==> src/rtl/tex_env_sequencer.sv <==
// Multi-texture scheduler: runs each fragment through the enabled texture stages in
// ascending order on one shared, pipelined TexEnv combiner, chaining stage results.
module tex_env_sequencer #(
    parameter int SUB_PIXEL_WIDTH = 8,
    parameter int TMU_COUNT       = 2,
    parameter int TEXENV_LATENCY  = 2
) (
    input  logic                                   aclk,
    input  logic                                   reset,
    input  logic                                   cfg_we,
    input  logic [3:0]                             cfg_tmu,
    input  logic                                   cfg_enable,
    input  logic [2:0]                             cfg_func,
    input  logic [4*SUB_PIXEL_WIDTH-1:0]           cfg_env_color,
    input  logic                                   s_valid,
    output logic                                   s_ready,
    input  logic [4*SUB_PIXEL_WIDTH-1:0]           s_primary_color,
    input  logic [TMU_COUNT*4*SUB_PIXEL_WIDTH-1:0] s_tex_colors,
    output logic [2:0]                             te_func,
    output logic [4*SUB_PIXEL_WIDTH-1:0]           te_tex_src_color,
    output logic [4*SUB_PIXEL_WIDTH-1:0]           te_primary_color,
    output logic [4*SUB_PIXEL_WIDTH-1:0]           te_env_color,
    input  logic [4*SUB_PIXEL_WIDTH-1:0]           te_color,
    output logic                                   m_valid,
    input  logic                                   m_ready,
    output logic [4*SUB_PIXEL_WIDTH-1:0]           m_color,
    output logic                                   busy,
    output logic [1:0]                             dbg_state
);
    localparam int PIXEL_WIDTH = 4 * SUB_PIXEL_WIDTH;
    localparam int IW = (TMU_COUNT > 1) ? $clog2(TMU_COUNT) : 1;
    localparam int CW = (TEXENV_LATENCY > 1) ? $clog2(TEXENV_LATENCY) : 1;
    localparam logic [CW-1:0] CNT_INIT = CW'(TEXENV_LATENCY - 1);

    localparam logic [1:0] IDLE  = 2'd0;
    localparam logic [1:0] ISSUE = 2'd1;
    localparam logic [1:0] WAIT  = 2'd2;
    localparam logic [1:0] OUT   = 2'd3;

    // Both s_* and m_* ports use valid/ready: a transfer happens on a rising edge where
    // valid and ready are both high; a raised valid keeps its data stable until then.

    logic [1:0]             state;
    logic [TMU_COUNT-1:0]   stg_en;
    logic [2:0]             stg_func [TMU_COUNT];
    logic [PIXEL_WIDTH-1:0] stg_env  [TMU_COUNT];
    logic [TMU_COUNT-1:0]   pend;
    logic [2:0]             wrk_func [TMU_COUNT];
    logic [PIXEL_WIDTH-1:0] wrk_env  [TMU_COUNT];
    logic [PIXEL_WIDTH-1:0] wrk_tex  [TMU_COUNT];
    logic [PIXEL_WIDTH-1:0] tex_in   [TMU_COUNT];
    logic [IW-1:0]          cur_k;
    logic [IW-1:0]          first_k;
    logic [IW-1:0]          next_k;
    logic [CW-1:0]          cnt;
    logic                   cfg_ok;
    logic [IW-1:0]          cfg_idx;
    logic [2:0]             cfg_func_clean;

    function automatic logic [IW-1:0] lowest(input logic [TMU_COUNT-1:0] m);
        logic [IW-1:0] r;
        r = '0;
        for (int i = TMU_COUNT - 1; i >= 0; i--) begin
            if (m[i]) r = IW'(i);
        end
        return r;
    endfunction

    always_comb begin
        for (int i = 0; i < TMU_COUNT; i++) begin
            tex_in[i] = s_tex_colors[i*PIXEL_WIDTH +: PIXEL_WIDTH];
        end
        first_k        = lowest(stg_en);
        next_k         = lowest(pend);
        cfg_ok         = ({28'd0, cfg_tmu} < 32'(TMU_COUNT));
        cfg_idx        = cfg_tmu[IW-1:0];
        cfg_func_clean = (cfg_func > 3'd5) ? 3'd0 : cfg_func;
    end

    assign s_ready   = (state == IDLE) && !reset;
    assign m_valid   = (state == OUT);
    assign busy      = (state != IDLE);
    assign dbg_state = state;

    // te_primary_color doubles as the running accumulator: each stage result is loaded
    // straight into it when the next stage issues.
    always_ff @(posedge aclk) begin
        if (reset) begin
            state            <= IDLE;
            stg_en           <= '0;
            pend             <= '0;
            cur_k            <= '0;
            cnt              <= '0;
            te_func          <= '0;
            te_tex_src_color <= '0;
            te_primary_color <= '0;
            te_env_color     <= '0;
            m_color          <= '0;
            for (int i = 0; i < TMU_COUNT; i++) begin
                stg_func[i] <= '0;
                stg_env[i]  <= '0;
                wrk_func[i] <= '0;
                wrk_env[i]  <= '0;
                wrk_tex[i]  <= '0;
            end
        end else begin
            if (cfg_we && cfg_ok) begin
                stg_en[cfg_idx]   <= cfg_enable;
                stg_func[cfg_idx] <= cfg_func_clean;
                stg_env[cfg_idx]  <= cfg_env_color;
            end
            case (state)
                IDLE: begin
                    if (s_valid) begin
                        pend <= stg_en;
                        for (int i = 0; i < TMU_COUNT; i++) begin
                            wrk_func[i] <= stg_func[i];
                            wrk_env[i]  <= stg_env[i];
                            wrk_tex[i]  <= tex_in[i];
                        end
                        if (stg_en == '0) begin
                            m_color <= s_primary_color;
                            state   <= OUT;
                        end else begin
                            cur_k            <= first_k;
                            te_func          <= stg_func[first_k];
                            te_tex_src_color <= tex_in[first_k];
                            te_primary_color <= s_primary_color;
                            te_env_color     <= stg_env[first_k];
                            state            <= ISSUE;
                        end
                    end
                end
                ISSUE: begin
                    pend[cur_k] <= 1'b0;
                    cnt         <= CNT_INIT;
                    state       <= WAIT;
                end
                WAIT: begin
                    if (cnt != '0) begin
                        cnt <= cnt - 1'b1;
                    end else if (pend != '0) begin
                        cur_k            <= next_k;
                        te_func          <= wrk_func[next_k];
                        te_tex_src_color <= wrk_tex[next_k];
                        te_primary_color <= te_color;
                        te_env_color     <= wrk_env[next_k];
                        state            <= ISSUE;
                    end else begin
                        m_color <= te_color;
                        state   <= OUT;
                    end
                end
                default: begin
                    if (m_ready) state <= IDLE;
                end
            endcase
        end
    end
endmodule

==> config.mk <==
export PLATFORM = sky130hd
export DESIGN_NAME = tex_env_sequencer
export DESIGN_NICKNAME = d
export VERILOG_FILES = /design/src/rtl/tex_env_sequencer.sv
export SDC_FILE = /design/constraint.sdc
export NUM_CORES = 1
export LEC_CHECK = 0
export ABC_AREA = 1
export CAP_MARGIN = 20
export CORE_AREA = 2 2 235 237
export DETAILED_ROUTE_END_ITERATION = 10
export DIE_AREA = 0 0 237 239
export SETUP_SLACK_MARGIN = 0.05
export SYNTH_ARGS = -nofsm -noshare
export SYNTH_HDL_FRONTEND = slang
export SYNTH_SLANG_ARGS = --single-unit
==> constraint.sdc <==
create_clock -name aclk -period 8.65 [get_ports aclk]
set_input_delay 0.865 -clock aclk [delete_from_list [all_inputs] [get_ports aclk]]
set_output_delay 0.865 -clock aclk [all_outputs]
set_load 0.05 [all_outputs]
# Word level (Yosys, flattened, before mapping)
# Memories as Yosys holds them, arrays and structs flattened.
# Cells that the tools add are included.
# op_classes
eq_ne	9
n_lt_le_gt_ge	7
n_addsub	1
reduce_logical	19
n_bitwise	9
muxes	74
# op_table
operator	n
$mux W32	24
$pmux W32 S2	4
$reduce_or A32 Y1	1
$mux W1	24
$mux W3	8
$mux W2	6
$ne A2 B2 Y1 const B	5
$reduce_and A5 Y1	2
$reduce_bool A2 Y1	5
$or A1 B1 Y1	6
$pmux W2 S3	1
$pmux W3 S2	1
$eq A2 B2 Y1 const B	2
$logic_and A1 B1 Y1	4
$logic_not A2 Y1	2
$lt A1 B2 Y1 const B	2
$lt A4 B2 Y1 const B	1
$pmux W1 S2	2
$pmux W2 S2	1
$reduce_bool A4 Y1	1
$gt A3 B3 Y1 const B	1
$reduce_and A3 Y1	1
$reduce_or A3 Y1	1
$and A2 B2 Y2	1
11 further kinds	13
# totals
n_memories	5
output_inout_bits	136
ramBits	204
in_bits	173
word_cells	134
regBits	139
# memory_table
memory	depth	width	read_ports	rd_clocked_by_memory_dff	wr	line_no	rtl
stg_env	2	32	3	0	2	46	logic [PIXEL_WIDTH-1:0] stg_env [TMU_COUNT];
wrk_env	2	32	1	0	2	49	logic [PIXEL_WIDTH-1:0] wrk_env [TMU_COUNT];
wrk_tex	2	32	1	0	2	50	logic [PIXEL_WIDTH-1:0] wrk_tex [TMU_COUNT];
stg_func	2	3	3	0	2	45	logic [2:0] stg_func [TMU_COUNT];
wrk_func	2	3	1	0	2	48	logic [2:0] wrk_func [TMU_COUNT];

# Depth between registers and ports, before layout
# Gate-level depths: netlist (run 1).
# depth
ltp_word	9
ltp_mapped	12
ltp_nobuf	9

# Least setup slack after synthesis (run 1)
# Ideal clock, no wire load.
# synth_path
path_kind	input port to flip-flop
start	in reset
end	mem wrk_env[0][0] in the netlist's numbering, enable pin
setup_time_ps	1150
n_path_buf	2
cell_stages	4
path_slack_ps	3778
required_ps	7500
arrival_time_ps	3722
path_cell_list	clkinv_1 clkbuf_1 clkbuf_1 nand2_1
# synth_lines
item	line_no	rtl
from (decl)	9	input logic reset,
to (decl)	49	

==> results by group, run 1 <==
Status
  – Status: complete, no violations

Timing
  – Final Skew: approximately 0.01 ns
  – Post-route setup TNS: 0 ns
  – Fmax: 247.6 MHz
  – Tcrit/Tclk final: a little under half
  – Unrepaired setup endpoints after global routing: false
  – Final min period: between 4 and 5 ns
  – Final setup vio count: 0
  – Slew Limit Fails: 0
  – Final Hold Viols: 0
  – Slew Limit Headroom: 24.44%
  – Least-Margin Pin Slew: between 1 and 1.5 ns

Worst hold path
  – Hold Path Origin: m_color[22]$_SDFFE_PP0P_
  – WHS Path Cells: 2
  – Hold Path Sink: m_color[22]$_SDFFE_PP0P_
  – Hold Crit Class: reg -> reg

Finish
  – Nets: 2500
  – Layout cells sized above 1: 3.694%
  – Post-layout util: about two fifths
  – P&R area growth vs syn: 30.31%
  – Design Area, Final: between 20000 and 25000 um2
  – Antenna diode count: 0

Logic synthesis
  – Register area share after synthesis: between 50% and 60%
  – Number of enable flip-flop cells after synthesis: 204
  – Count leader, synth: nand2_1
  – Post-synth top area share: between 30% and 40%
  – Synth Cell Area: 16010 um2
  – Synth top area cells: edfxtp_1 38%, dfxtp_1 17%, nand2_1 16%
  – Synth Flop Type: edfxtp_1
  – Yosys cell types: 23
  – Cell count after synthesis: between 2000 and 2500
  – Post-synthesis register bit count: roughly 340
  – Syn avg cell area: 7.702 um2
  – Syn_nets: 2256
  – Ys async rst share: 0%
  – Syn. warnings: 0
  – Post-synth top cells: 684 x nand2_1, 472 x nor2_1, 251 x inv_1, 204 x edfxtp_1, 144 x nand3_1
  – Dominant cell type by area after synthesis: edfxtp_1

Placed design
  – IO Port Bufs: 308
  – HPWL after DPL: about 28 mm
  – DP Area: 19570 um2
  – Gp weighted congestion: between 0.7 and 0.8

CTS
  – Post-CTS Hold Fix Bufs: 0
  – Worst-skew pair later-pin latency: 0.55 ns
  – Root buffer cell: clkbuf_16
  – Post-CTS setup buffer count: 0
  – TritonCTS buffer count: 40
  – Clock-pin slew on the worst setup and hold paths: around 0.060 ns
  – CTS resizes: 0
  – CTS tree: done
  – Clk sinks: between 300 and 400
  – # H-tree levels: 2
  – CTS max path bufs: 3

Routing
  – Post-DR wirelength/cell: 15.06 um
  – Max layer used: met4
  – DRC: 0
  – Final WL: around 46 mm
  – Post-DR vias/cell: around 4.4
  – 1st-pass router iterations: 5
  – Met1 WL: roughly 20 mm
  – Met2 Wirelength: 22.34 mm
  – DR vias: 13540
  – Iter 0 DRT Violations: ~840
  – DRT antenna net count: 0
  – Met3 WL: between 2 and 3 mm

Critical path
  – Critical R2R Launch: dbg_state[0]$_SDFFE_PP0P_
  – Required @ worst endpoint: 8.82 ns
  – Crit-path slowest cell: nand2_2
  – CP delay by family, top: simple AND/OR/NAND/NOR gates
  – WP buf/inv: 2
  – Worst-case reg-to-reg path depth: 9
  – Worst setup EP type: flip-flop
  – Largest stage delay, worst path: between 1 and 1.5 ns
  – FF-to-FF setup slack: between 4 and 5 ns
  – R2R Path End: te_env_color[28]$_SDFFE_PP0P_
  – WP data arrival: 4.21 ns
  – Largest fanout on the critical path: 63
  – CP startpoint kind: input pin
  – Cell chain of the critical path: clkdlybuf4s50_1, inv_4, nand3_2, nand2_2
  – Type of the worst setup path: in -> reg

Floorplan
  – Row cnt: between 80 and 90
  – I/O pins: around 300
  – Core area: 54340 um2
  – Chip width: 237 um
  – Die H: 239 um
  – Initial Util: between 20 and 30%
  – DIE AREA: around 57000 um2

GRT
  – Largest net degree at the start of global routing: 83
  – Initial antenna violation count: 0
  – First-pass GRT wire length: 70.67 mm
  – Congestion Overflow GR: 0
  – Vias in the first global route: around 13000
  – GRT Total Usage: ~16%

Power and ir drop
  – Total power: roughly 7.7 mW
  – Power per standard cell area: 366.9 nW/um2
  – Pleak: 9.628 nW
  – VDD IR max: around 270 uV

Job
  – Max_cap viols: 0
-- worst reg2reg max path: stages (launching register included) --
cell and delay [ns]:
dfxtp_1 0.36, inv_1 0.15, ha_4 0.47, buf_4 0.94, nor2_1 0.17, nor2_1 0.23, nand2_4 0.37, buf_4 0.59
nor2_1 0.31, nor2_1 0.07
-- state kept, by name (all words and copies together) (netlist names) --
register / count
stg_env: 64
wrk_env: 64
wrk_tex: 64
m_color: 32
te_env_color: 32
te_primary_color: 32
te_tex_src_color: 32
stg_func: 6
wrk_func: 6
te_func: 3
dbg_state: 2
pend: 2
stg_en: 2
cnt: 1
cur_k: 1
-- worst max path at each step --
stage / endpoint / depth (start not counted) / slack [ns] / start
3_3_place_gp: stg_env[0][26]$_SDFFCE_PN0P_ / 4 / 4.13 / reset
2_1_floorplan: wrk_env[0][0]$_SDFFCE_PN0P_ / 4 / 3.78 / reset
4_1_cts: stg_env[1][24]$_SDFFCE_PN0P_ / 4 / 4.62 / reset
3_5_place_dp: stg_env[1][23]$_SDFFCE_PN0P_ / 4 / 4.02 / reset
6_report: stg_env[1][2]$_SDFFCE_PN0P_ / 4 / 4.61 / reset
5_1_grt: stg_env[0][11]$_SDFFCE_PN0P_ / 4 / 4.42 / reset
-- power by group --
group | internal [mW] | total (mW) | switching [mW] | leakage (nW)
clock network | 0.954 | 1.64 | 0.683 | 0.625
registers | 2.23 | 2.48 | 0.249 | 3.25
logic | 1.10 | 3.54 | 2.44 | 5.75
total | 4.28 | 7.66 | 3.37 | 9.63
-- logic make-up (layout without fill, tap and decap cells) --
kind of cell | count (synthesis) | count (layout) | synth area share [%]
compound gates | 18 | 18 | 0.5626
simple gates | 1309 | 1309 | 31.98
flops | 343 | 343 | 55.64
mux | 32 | 32 | 2.000
fa+ha+maj | 4 | 4 | 0.3126
buf+inv | 373 | 649 | 9.510
-- metrics by stage --
stage	instances	hold WS, ns	worst slack, ns
3_5_place_dp	2984	0.4713	4.018
6_report	3059	0.4798	4.611
4_1_cts	3058	0.4844	4.619
2_1_floorplan	2079	0.4549	3.778
3_3_place_gp	2984	0.4639	4.128
5_1_grt	3059	0.5004	4.418
-- layer usage --
metal  up-vias  GRT usage [%]
met5         -              0
met4         0          4.756
met3        71          3.256
met2       404          27.18
met1      6243          20.07
li1       6823              -
-- layout by cell type, fill, tap and decap left out, types with 2 or more instances in the layout --
cell	synthesis	routed
clkbuf_8	0	3
dfxtp_1	139	138
clkdlybuf4s50_1	0	308
nand2_4	0	5
nand3_2	1	3
inv_6	0	3
clkinv_1	2	7
a21oi_1	8	8
nor2_1	472	472
nand3_1	144	142
inv_2	3	4
nor2_4	1	3
nand2_2	1	2
edfxtp_1	204	204
inv_1	251	251
buf_4	14	10
ha_1	4	3
mux2i_1	32	32
clkinv_2	0	5
clkbuf_1	44	11
clkbuf_16	0	44
nand2_1	684	678
o21ai_0	9	9
nor3_1	4	4
-- final cells by class --
type                    count  area [um2]
fillers                  5482       33470
well taps                 704       880.8
clock buffers              58        1184
flip-flops and latches    343        8912
clock inverters            16       86.33
repair buffers            319        3186
inverters                 256       963.4
multi-input cells        1363        5653
Note: power is estimated with default switching activity, not from simulation.
==> run 2, diff against run 1 <==
clock period = 3.6 ns   (was 8.65 ns; I/O delays follow)
==> results by group, run 2 (synthesis results as in run 1) <==
Timing
  – Post-route setup TNS: 0 ns (unchanged)
  – Hold WS: 0.4719 ns (was 0.4798 ns)
  – Final min period: 2.822 ns
  – Least-Margin Pin Slew: 1.019 ns (was 1.133 ns)
  – Fmax: 354.4 MHz
  – Unrepaired setup endpoints after global routing: false (unchanged)
  – Final Skew: 0.01171 ns (was 0.009751 ns)
  – Slew Limit Fails: 0 (unchanged)
  – Tcrit/Tclk final: roughly four fifths
  – Slew Limit Headroom: 32.04% (was 24.44%)
  – Final Hold Viols: 0 (unchanged)
  – Final setup vio count: 0 (unchanged)

Finish
  – Fillers: 5464 (was 5482)
  – P&R area growth vs syn: 31.06% (was 30.31%)
  – Post-layout util: 38.62% (was 38.40%)
  – Most common cell after layout, fill and taps aside: nand2_1 (unchanged)
  – Biggest regs: stg_env (64), wrk_env (64), wrk_tex (64) (unchanged)
  – Nets: 2508 (was 2500)
  – Antenna diode count: 0 (unchanged)
  – Commonest cells after routing, fill and taps aside: 678 x nand2_1, 472 x nor2_1, 308 x clkdlybuf4s50_1 (unchanged)
  – Layout cells sized above 1: 4.151% (was 3.694%)
  – Finished Layout Cells: 3065 (was 3059)

Critical path
  – Worst-case reg-to-reg path depth: 10 (was 9)
  – Crit path from: dbg_state[0]$_SDFFE_PP0P_ (was reset)
  – Critical R2R Launch: dbg_state[1]$_SDFFE_PP0P_ (was dbg_state[0]$_SDFFE_PP0P_)
  – Crit path to: s_ready (was stg_env[1][2]$_SDFFCE_PN0P_)
  – R2R Path End: te_tex_src_color[7]$_SDFFE_PP0P_ (was te_env_color[28]$_SDFFE_PP0P_)
  – FF-to-FF setup slack: 1.16 ns (was 4.89 ns)
  – Worst setup EP type: output port (was flip-flop)
  – Required @ worst endpoint: 3.24 ns (was 8.82 ns)
  – WP data arrival: 2.46 ns (was 4.21 ns)
  – Largest fanout on the critical path: 7 (was 63)
  – CP startpoint kind: flip-flop (was input pin)
  – Type of the worst setup path: reg -> out (was in -> reg)

Floorplan
  – Core area: 54340 um2 (unchanged)
  – Die H: 239 um (unchanged)
  – Chip width: 237 um (unchanged)
  – DIE AREA: 56640 um2 (unchanged)
  – Row cnt: 86 (unchanged)
  – I/O pins: 309 (unchanged)
  – Initial Util: 29.47% (unchanged)

CTS
  – # H-tree levels: 2 (unchanged)
  – CTS tree: done (unchanged)
  – TritonCTS buffer count: 39 (was 40)
  – Worst-skew pair later-pin latency: 0.55 ns (about the same)
  – Clock-pin slew on the worst setup and hold paths: 0.06 ns (about the same)
  – CTS max path bufs: 3 (unchanged)
  – CTS resizes: 0 (unchanged)
  – Clk sinks: 343 (unchanged)
  – Post-CTS setup buffer count: 0 (unchanged)
  – Root buffer cell: clkbuf_16 (unchanged)
  – Post-CTS Hold Fix Bufs: 0 (unchanged)

Power and ir drop
  – Pleak: 9.689 nW (was 9.628 nW)
  – VDD IR max: 492.9 uV (was 266.4 uV)
  – Power per standard cell area: 883.3 nW/um2 (was 366.9 nW/um2)

GRT
  – First-pass GRT wire length: 71.33 mm (was 70.67 mm)
  – Initial antenna violation count: 1 (was 0)
  – Vias in the first global route: 13070 (was 12920)
  – GRT Total Usage: 15.97% (was 15.84%)
  – Largest net degree at the start of global routing: 95 (was 83)
  – Congestion Overflow GR: 0 (unchanged)

Routing
  – Post-DR vias/cell: 4.401 (was 4.427)
  – Iter 0 DRT Violations: 770 (was 843)
  – Final WL: 45.80 mm (was 46.06 mm)
  – Post-DR wirelength/cell: 14.94 um (was 15.06 um)
  – 1st-pass router iterations: 5 (unchanged)
  – DRT antenna net count: 0 (unchanged)
  – DR vias: 13490 (was 13540)
  – DRC: 0 (unchanged)

Placed design
  – IO Port Bufs: 308 (unchanged)
  – HPWL after DPL: 29.10 mm (was 28.24 mm)
  – # placed instances: 2994 (was 2984)
  – Gp weighted congestion: 0.7617 (was 0.7580)

Worst hold path
  – Hold Crit Class: in -> reg (was reg -> reg)

Status
  – Status: complete, no violations (unchanged)

Job
  – Max_cap viols: 0 (unchanged)
==> run 2: changes by cell type in the layout (fill, tap and decap cells not counted), moves of 2 or more <==
cell       change
buf_12         +5
buf_4          +5
clkinv_1       -3
clkbuf_8       +4
clkbuf_1       -2
bufinv_16      +3
clkbuf_16      -5
==> run 2: how the worst min path moves through the flow <==
| stage | startpoint | to | slack [ns] | depth (start not counted) |
|---|---|---|---|---|
| 6_report | cfg_env_color[13] | stg_env[1][13]$_SDFFCE_PN0P_ | 0.47 | 3 |
| 5_1_grt | cfg_env_color[15] | stg_env[1][15]$_SDFFCE_PN0P_ | 0.47 | 3 |
| 4_1_cts | cfg_env_color[13] | stg_env[1][13]$_SDFFCE_PN0P_ | 0.44 | 3 |
| 3_5_place_dp | te_primary_color[30]$_SDFFE_PP0P_ | te_primary_color[30]$_SDFFE_PP0P_ | 0.47 | 2 |
| 3_3_place_gp | m_color[16]$_SDFFE_PP0P_ | m_color[16]$_SDFFE_PP0P_ | 0.47 | 2 |
| 2_1_floorplan | reset | dbg_state[0]$_SDFFE_PP0P_ | 0.43 | 1 |
==> run 2: area by class of cell <==
type,instances,area (um2),share of cell area [%]
Timing Repair Buffer,328,3296,15.70
Clock inverter,16,165.2,0.7870
Sequential cell,343,8912,42.47
Inverter,256,963.4,4.591
Clock buffer,55,1106,5.271
Tap cell,704,880.8,4.197
Multi-Input combinational cell,1363,5662,26.98
==> run 2: metal layers <==
layer  up-vias  GRT usage [%]  part of all wire (%)
li1       6841              -                     -
met1      6160          20.07                    43
met3        69          2.794                   6.8
met4         2          5.409                   2.6
met2       418          27.69                    48
met5         -              0                 0.028
==> run 2: critical path, cell delays in order (launching register included) <==
cell and delay, ns:
dfxtp_1 0.35, inv_1 0.13, ha_1 0.34, inv_1 0.16
nor2_1 0.12, clkdlybuf4s50_1 0.81
==> run 2: through the flow <==
stage               area [um2]  setup slack, ns  power (mW)
finish                   20990           0.7783       18.54
global route             20990           0.6333       19.69
CTS                      20990           0.7209       18.77
detailed placement       19710           0.9281       14.73
global placement         19710           0.9611       14.65
floorplan                16010           0.4675       11.96
==> run 2: power by group <==
| part | internal [mW] | leakage (nW) | switching, mW |
|---|---|---|---|
| sequential | 5.36 | 3.25 | 0.523 |
| combinational | 2.68 | 5.81 | 5.99 |
| clock | 2.36 | 0.627 | 1.62 |
| total | 10.4 | 9.69 | 8.13 |
